==> config.mk <==
export PLATFORM = sky130hd
export DESIGN_NAME = palette_lut
export DESIGN_NICKNAME = d
export VERILOG_FILES = /design/src/rtl/palette_lut.sv
export SDC_FILE = /design/constraint.sdc
export NUM_CORES = 1
export LEC_CHECK = 0
export ABC_AREA = 0
export ABC_CLOCK_PERIOD_IN_PS = 2900
export BUFFER_PORTS_ARGS = -buffer_cell sky130_fd_sc_hd__buf_2
export CORE_MARGIN = 2
export CORE_UTILIZATION = 60
export DETAILED_ROUTE_END_ITERATION = 12
export PLACE_DENSITY = 0.78
export SYNTH_ARGS = -nofsm -noshare
export SYNTH_HDL_FRONTEND = slang
export SYNTH_SLANG_ARGS = --single-unit
==> constraint.sdc <==
create_clock -name clk -period 2.9 [get_ports clk]
set_clock_uncertainty 0.15 [all_clocks]
set_input_delay 0.29 -clock clk [delete_from_list [all_inputs] [get_ports clk]]
set_output_delay 0.29 -clock clk [all_outputs]
set_load 0.05 [all_outputs]
==> src/rtl/palette_lut.sv <==
`timescale 1ns/1ps
// rtl/palette_lut.sv - runtime-writable colour palette with a 2-stage pixel lookup pipeline
// The frame-stepped brightness fade is built only when PALETTE_FADE_EN is defined.
module palette_lut #(
  parameter int INDEX_W     = 5,
  parameter int COLOR_W     = 12,
  parameter int NUM_PAL     = 2,
  parameter int FADE_FRAMES = 4,
  localparam int PAL_W      = (NUM_PAL > 1) ? $clog2(NUM_PAL) : 1
) (
  input  logic               clk,
  input  logic               rst_n,
  input  logic               frame_start,
  input  logic [PAL_W-1:0]   pal_sel,
  input  logic               pix_valid_in,
  input  logic [INDEX_W-1:0] pix_idx,
  input  logic               wr_en,
  input  logic [PAL_W-1:0]   wr_pal,
  input  logic [INDEX_W-1:0] wr_idx,
  input  logic [COLOR_W-1:0] wr_data,
  input  logic               fade_start,
  input  logic               fade_dir,
  output logic               pix_valid_out,
  output logic [COLOR_W-1:0] pix_out,
  output logic [PAL_W-1:0]   active_pal,
  output logic               fade_busy,
  output logic               fade_done,
  output logic [4:0]         fade_level
);

  localparam int CW    = COLOR_W / 3;
  localparam int DEPTH = 1 << INDEX_W;

  function automatic logic [COLOR_W-1:0] default_entry(input int p, input int i);
    logic [COLOR_W-1:0] v;
    v = '0;
    if (p == 0 && i == 0)  v = COLOR_W'(12'hCEE);
    if (p == 0 && i == 28) v = COLOR_W'(12'h232);
    if (p == 1 && i == 0)  v = COLOR_W'(12'h9CD);
    if (p == 1 && i == 30) v = COLOR_W'(12'h014);
    return v;
  endfunction

  logic [COLOR_W-1:0] r_mem [NUM_PAL][DEPTH];
  logic [PAL_W-1:0]   r_active_pal;
  logic               r_s1_valid;
  logic [COLOR_W-1:0] r_s1_color;
  logic               r_s2_valid;
  logic [COLOR_W-1:0] r_s2_color;
  logic [COLOR_W-1:0] w_s2_color;
  logic               w_wr_ok;
  logic               w_sel_ok;

  assign w_wr_ok  = (int'(wr_pal) < NUM_PAL);
  assign w_sel_ok = (int'(pal_sel) < NUM_PAL);

  always_ff @(posedge clk or negedge rst_n) begin
    if (!rst_n) begin
      for (int p = 0; p < NUM_PAL; p++) begin
        for (int i = 0; i < DEPTH; i++) begin
          r_mem[p][i] <= default_entry(p, i);
        end
      end
    end else if (wr_en && w_wr_ok) begin
      r_mem[wr_pal][wr_idx] <= wr_data;
    end
  end

  // Palette reads below see the pre-write table, so a same-cycle write is only visible next cycle.
  always_ff @(posedge clk or negedge rst_n) begin
    if (!rst_n) begin
      r_active_pal <= '0;
      r_s1_valid   <= 1'b0;
      r_s1_color   <= '0;
      r_s2_valid   <= 1'b0;
      r_s2_color   <= '0;
    end else begin
      if (frame_start && w_sel_ok) r_active_pal <= pal_sel;
      r_s1_valid <= pix_valid_in;
      if (pix_valid_in) r_s1_color <= r_mem[r_active_pal][pix_idx];
      r_s2_valid <= r_s1_valid;
      if (r_s1_valid) r_s2_color <= w_s2_color;
    end
  end

  assign pix_valid_out = r_s2_valid;
  assign pix_out       = r_s2_color;
  assign active_pal    = r_active_pal;

`ifdef PALETTE_FADE_EN
  localparam int FC_W = (FADE_FRAMES > 1) ? $clog2(FADE_FRAMES) : 1;

  typedef enum logic {S_IDLE, S_FADING} state_t;

  state_t          r_state;
  logic            r_dir;
  logic [FC_W-1:0] r_cnt;
  logic [4:0]      r_level;
  logic            r_done;

  function automatic logic [CW-1:0] scale(input logic [CW-1:0] c, input logic [4:0] lvl);
    return CW'(({5'b0, c} * {{CW{1'b0}}, lvl}) >> 4);
  endfunction

  // A fade_start always wins over a coincident frame_start, which is then not counted.
  always_ff @(posedge clk or negedge rst_n) begin
    if (!rst_n) begin
      r_state <= S_IDLE;
      r_dir   <= 1'b0;
      r_cnt   <= '0;
      r_level <= 5'd16;
      r_done  <= 1'b0;
    end else begin
      r_done <= 1'b0;
      if (fade_start) begin
        r_dir <= fade_dir;
        r_cnt <= '0;
        if (fade_dir ? (r_level == 5'd16) : (r_level == 5'd0)) begin
          r_done  <= 1'b1;
          r_state <= S_IDLE;
        end else begin
          r_state <= S_FADING;
        end
      end else if (r_state == S_FADING && frame_start) begin
        if (r_cnt == FC_W'(FADE_FRAMES - 1)) begin
          r_cnt   <= '0;
          r_level <= r_dir ? (r_level + 5'd1) : (r_level - 5'd1);
          if (r_dir ? (r_level == 5'd15) : (r_level == 5'd1)) begin
            r_done  <= 1'b1;
            r_state <= S_IDLE;
          end
        end else begin
          r_cnt <= r_cnt + FC_W'(1);
        end
      end
    end
  end

  always_comb begin
    w_s2_color = '0;
    for (int ch = 0; ch < 3; ch++) begin
      w_s2_color[ch*CW +: CW] = scale(r_s1_color[ch*CW +: CW], r_level);
    end
  end

  assign fade_level = r_level;
  assign fade_busy  = (r_state == S_FADING);
  assign fade_done  = r_done;
`else
  logic w_unused;

  assign w_unused   = &{1'b0, fade_start, fade_dir};
  assign w_s2_color = r_s1_color;
  assign fade_level = 5'd16;
  assign fade_busy  = 1'b0;
  assign fade_done  = 1'b0;
`endif

endmodule

==> qor.yml, run 1 <==
run_status:
  outcome: "finished clean"
route:
  drc: 0
  viasPerCell: 6.40
  vias: 20447
  drt-total-wl_microns: 84800
  wire_per_inst_microns: 26.6
  ant_nets: 0
  drtIter0Drc: 1456
  drt-pass1-iter-count: 5
placement:
  hpwlAfterDp_microns: 54500
  gpl.final_weighted_congestion: 0.904
  port-buffer-count: 42
floorplan:
  die_w_microns: 250
  io_pins: 52
  rows: 90
  die_y_microns: 250
  core_area_sq_mm: 0.0600
  die_area_sq_mm: 0.0624
  initial_core_util: 0.604
clock_tree:
  clk_pin_slew_ns: 0.07
  postCtsSetupBuffers: 0
  cts_made_buffers: 81
  clock-root-buffer: "clkbuf_16"
  clockBufferDepth: 3
  cts_tree: "built"
  cts_max_level: 3
  clk_latency_ns: 0.63
  clock_sinks: 795
grt:
  antenna_found_initial: 6
  overflow: 0
  grt_usage: 0.281
  grt_pass1_wl_microns: 133000
  grt_max_degree: 115
  grt_pass1_vias: 22151
logic_synthesis:
  ys_types: 33
  ys_ff_latch: 795
  synth_top_family_by_area: "multiplexers"
  synth_area_sq_mm: 0.0362
  ys.flop_type: "dfrtp_1"
  synthMuxAreaShare: 0.383
  synth_simple_gate_area_frac: 0.0163
  syn_inst: 2306
  synth-xor-area-share: 0
  ys_seq_area_frac: 0.550
  syn_area_per_cell_sq_um: 15.7
  ys_async_sr_fraction: 1.00
  synth-compound-area-share: 0.0194
  ys.warnings.count: 0
  synth_fa_ha_area_frac: 0
  synth_edf_count: 0
finish:
  drive_gt1_frac: 0.560
  nFillCells: 3990
  syn2layout_area_growth_pct: 11.4
  final_nets: 2377
timing:
  max_freq_mhz: 368
  worst_slew_pin_slew_ns: 1.22
  hold_ws_ns: 0.0733
  post-route-min-period_ns: 2.72
  relSlewSlack: 0.185
  drv_slew: 0
  fin_crit_sh: 0.936
  finalSetupViolations: 0
  hold_violations: 0
  rsz0062_at_grt: "false"
  finalSetupTns_ns: 0
pwr:
  p_leak_nw: 18.8
  ir_worst_vdd_v: 0.000574
  power.density_mw_per_mm2: 690
setup_path:
  cp_max_fo: 13
  slowest_delay_ns: 0.54
  worstSetupPathType: "flop to flop"
  required_ns: 3.25
  crit_arrival_ns: 3.06
  cp-start-kind: "flop"
  cp_slowest_cell: "mux4_2"
  worst_r2r_path_depth: 6
  cp-end-kind: "flop"
  cp_cell_sequence: "buf_4, mux4_2, mux2i_1, o22ai_1, a221oi_1, o21ai_1"
  r2r_end: "r_s1_color[10]"
  r2r_slack_ns: 0.18
  r2r-start: "active_pal"
job:
  maxCapViolCount: 0
min_path:
  hold_path_class: "input port to async pin"
layout by cell type (no fill, tap or decap), types with 3 or more instances in the layout:
master,Yosys,final
mux2_2,829,829
dfrtp_1,774,773
mux4_2,175,175
buf_4,29,115
clkbuf_16,0,83
nor2_1,62,62
mux2i_1,48,48
buf_2,76,39
o22ai_1,24,24
a21oi_1,24,24
nand2_1,22,22
buf_12,0,21
dfstp_2,21,21
clkinv_2,0,19
nor2b_1,17,15
a221oi_1,15,15
clkbuf_1,102,15
clkbuf_8,0,15
o221ai_1,12,12
o21ai_1,10,10
a221oi_2,9,9
conb_1,2,7
bufinv_16,0,7
and2_1,5,5
nand3_1,5,5
mux4_1,5,5
diode_2,0,4
dlygate4sd3_1,0,4
or3b_2,3,3
nand3b_1,3,3
inv_6,0,3
clkinvlp_4,0,3
how the worst max path moves through the flow:
stage                          start              to  slack [ns]  cells after the start
final                     active_pal  r_s1_color[10]        0.18                      6
after global routing      active_pal   r_s1_color[8]        0.07                      8
after CTS                 active_pal  r_s1_color[10]        0.16                      6
after detailed placement  active_pal  r_s1_color[10]        0.15                      6
after global placement    active_pal  r_s1_color[10]        0.20                      6
after floorplan           active_pal   r_s1_color[3]        0.46                      6
report_power, final:
group          internal, W  total [W]  switching [W]  leakage [nW]
clock network      0.00625     0.0105        0.00428          1.34
logic              0.00219    0.00397        0.00179          6.92
registers           0.0126     0.0134       0.000764          10.5
total               0.0210     0.0279        0.00683          18.8
cell type report:
| class | instances | area [sq um] | share of cell area |
|---|---|---|---|
| Sequential cell | 795 | 19900 | 0.494 |
| Multi-Input combinational cell | 1287 | 15200 | 0.377 |
| Clock buffer | 113 | 2340 | 0.0580 |
| Timing Repair Buffer | 181 | 1550 | 0.0384 |
| Tap cell | 782 | 978 | 0.0242 |
| Clock inverter | 32 | 354 | 0.00877 |
| Antenna cell | 4 | 10.0 | 0.000248 |
per-layer routing:
| metal | up-vias | part of all wire | global-route usage |
|---|---|---|---|
| met4 | 4 | 0.040 | 0.112 |
| li1 | 8618 | - | - |
| met3 | 171 | 0.054 | 0.0502 |
| met1 | 11082 | 0.42 | 0.384 |
| met5 | - | 0.00029 | 0 |
| met2 | 572 | 0.49 | 0.453 |
sequential cells by signal, indices dropped and copies added (netlist names):
signal	cells
r_mem	768
r_s1_color	12
active_pal	1
pix_out	12
pix_valid_out	1
r_s1_valid	1
synthesized netlist by cell type, types with 3 or more instances:
cell type    n  area (sq um)
a21oi_1     24           120
a221oi_1    15           131
a221oi_2     9           135
and2_1       5          31.3
buf_1       15          56.3
buf_2       76           380
buf_4       29           218
buf_6        7          78.8
clkbuf_1   102           383
dfrtp_1    774         19400
dfstp_2     21           552
mux2_2     829          9340
mux2i_1     48           480
mux4_1       5           131
mux4_2     175          3940
nand2_1     22          82.6
nand3_1      5          25.0
nand3b_1     3          22.5
nor2_1      62           233
nor2b_1     17           106
o21ai_1     10          50.1
o221ai_1    12           105
o22ai_1     24           150
or3b_2       3          26.3
cells by family after synthesis:
kind of cell,count (synthesis)
buf+inv,229
other cells,2
compound gates,96
flops,795
mux,1057
simple gates,127
metrics by stage:
stage | setup slack, ns | instances | instance area, sq um | util | total power [W]
finish | 0.184 | 3194 | 40400 | 0.673 | 0.0279
global route | 0.0678 | 3193 | 40400 | 0.673 | 0.0290
CTS | 0.155 | 3190 | 40400 | 0.672 | 0.0280
detailed placement | 0.145 | 3041 | 37600 | 0.627 | 0.0175
global placement | 0.196 | 3041 | 37600 | 0.627 | 0.0172
floorplan | 0.461 | 2311 | 36200 | - | 0.0162
worst max-delay path, delay by kind of cell (launching register included):
kind	cells	cell delay [ns]
AOI/OAI and AO/OA	3	0.77
buffers and inverters	1	0.32
DFF	1	0.52
muxes	2	0.81
what timing repair did:
action / in CTS / in global routing
hold buffers: 4 / 0
setup endpoints to repair: 0 / 0
endpoints found under the hold margin: 395 / 0
gates resized for setup: 0 / 0
Note: power is estimated with default switching activity, not from simulation.
==> run 2, diff against run 1 <==
CORE_ASPECT_RATIO = 1.25   (was not set)
CORE_UTILIZATION = 40   (was 60)
PLACE_DENSITY = 0.57   (was 0.78)
SETUP_SLACK_MARGIN = 0.4   (was not set)
==> qor.yml, run 2 (synthesized netlist as in run 1, its figures left out) <==
route:
  drc: 0
  ant_nets: 0
  viasPerCell: 5.53
  wire_per_inst_microns: 25.9
  vias: 20143
  drt-total-wl_microns: 94200
  drt-pass1-iter-count: 4
  drtIter0Drc: 1029
pwr:
  ir_worst_vdd_v: 0.000368
  power.density_mw_per_mm2: 687
  p_leak_nw: 19.2
timing:
  hold_ws_ns: 0.0561
  relSlewSlack: 0.355
  rsz0062_at_grt: "true"
  setup_ws_ns: 0.373
  finalSetupViolations: 0
  post-route-min-period_ns: 2.53
  max_freq_mhz: 396
  drv_slew: 0
  hold_violations: 0
  worst_slew_pin_slew_ns: 0.964
  finalSetupTns_ns: 0
  fin_crit_sh: 0.871
grt:
  grt_max_degree: 103
  overflow: 0
  grt_usage: 0.206
  grt_pass1_wl_microns: 144000
  antenna_found_initial: 9
  grt_pass1_vias: 22507
clock_tree:
  cts_max_level: 3
  clk_latency_ns: 0.64
  clk_pin_slew_ns: 0.07
  cts_tree: "built"
  clock-root-buffer: "clkbuf_16"
  clock_sinks: 795
  clockBufferDepth: 3
  cts_made_buffers: 82
placement:
  placed_cell_area_sq_mm: 0.0383
  port-buffer-count: 42
  hpwlAfterDp_microns: 61600
  dp_slack_ns: 0.202
  gpl.final_weighted_congestion: 0.796
job:
  maxCapViolCount: 0
setup_path:
  slowest_delay_ns: 0.54
  worstSetupPathType: "flop to flop"
  cp-start-kind: "flop"
  r2r_slack_ns: 0.37
  critPathTopFamily: "multiplexers"
  worst_r2r_path_depth: 7
  cp_slowest_cell: "mux4_2"
  r2r-start: "active_pal"
  cp_num_buf_inv: 3
  critPathLaunch: "active_pal"
  r2r_end: "r_s1_color[8]"
  cp_max_fo: 7
  path_common_cell: "buf_12"
  cp_cell_sequence: "buf_12, buf_16, buf_12, mux4_2, mux2_4, a221oi_4, o21ai_1"
  crit_arrival_ns: 2.87
  required_ns: 3.24
  cp-end-kind: "flop"
min_path:
  hold-path-cell-count: 2
  hold_path_class: "input port to flop"
  hold-path-endpoint: "r_mem[193]"
  min-delay-start: "wr_data[1]"
finish:
  layout_common_cells: "mux2_2 (823), dfrtp_1 (773), mux4_2 (176)"
  nFillCells: 7778
  final_nets: 2412
  final_area_sq_mm: 0.0420
  final_common_cell: "mux2_2"
  syn2layout_area_growth_pct: 15.9
  largest-register: "r_mem"
  postLayoutCoreUtil: 0.467
  drive_gt1_frac: 0.579
  largest_register_ffs: 768
floorplan:
  die_w_microns: 273
  initial_core_util: 0.403
  core_area_sq_mm: 0.0899
  die_area_sq_mm: 0.0930
  rows: 123
  die_y_microns: 340
  io_pins: 52
run_status:
  outcome: "finished clean"
[run 2: worst max path at each step]
stage                    endpoint  slack, ns  depth (start not counted)
floorplan           r_s1_color[3]       0.46                          6
global placement    r_s1_color[5]       0.18                          6
detailed placement  r_s1_color[5]       0.20                          6
CTS                 r_s1_color[7]       0.37                          8
global route        r_s1_color[4]       0.32                          7
finish              r_s1_color[8]       0.37                          7
[run 2: cell type report]
| cell class | instances | area [sq um] | share of cell area |
|---|---|---|---|
| Timing Repair Buffer | 215 | 2170 | 0.0517 |
| Clock inverter | 31 | 485 | 0.0116 |
| Sequential cell | 795 | 19900 | 0.475 |
| Multi-Input combinational cell | 1287 | 15500 | 0.370 |
| Clock buffer | 121 | 2380 | 0.0567 |
| Tap cell | 1187 | 1490 | 0.0354 |
| Antenna cell | 5 | 12.5 | 0.000298 |
[run 2: per-stage QoR]
step | power [W] | cells
floorplan | 0.0162 | 2311
global placement | 0.0173 | 3458
detailed placement | 0.0176 | 3458
CTS | 0.0290 | 3625
global route | 0.0301 | 3640
finish | 0.0289 | 3641
[run 2: per-layer routing]
layer	GRT usage	routed length (microns)	part of all wire
met5	0	27	0.00029
met2	0.349	48100	0.51
met3	0.0267	2830	0.030
met4	0.103	4150	0.044
met1	0.261	39200	0.42
[run 2: worst reg2reg max path: stages (launching register included)]
cell      delay, ns
dfrtp_4        0.44
buf_12         0.20
buf_16         0.20
buf_12         0.14
mux4_2         0.54
mux2_4         0.31
a221oi_4       0.29
o21ai_1        0.09
[run 2: power by group]
part,internal [W],switching (W),total [W]
combinational,0.00238,0.00191,0.00430
clock,0.00671,0.00450,0.0112
sequential,0.0126,0.000752,0.0133
[run 2: repair_timing]
item / 4_1_cts / 5_1_grt
setup endpoints to repair: 13 / 12
gates resized for setup: 36 / 50
endpoints found under the hold margin: 371 / 0
hold buffers: 7 / 0
setup buffers: 3 / 8
pin swaps: 5 / 14
gates cloned: 5 / 3
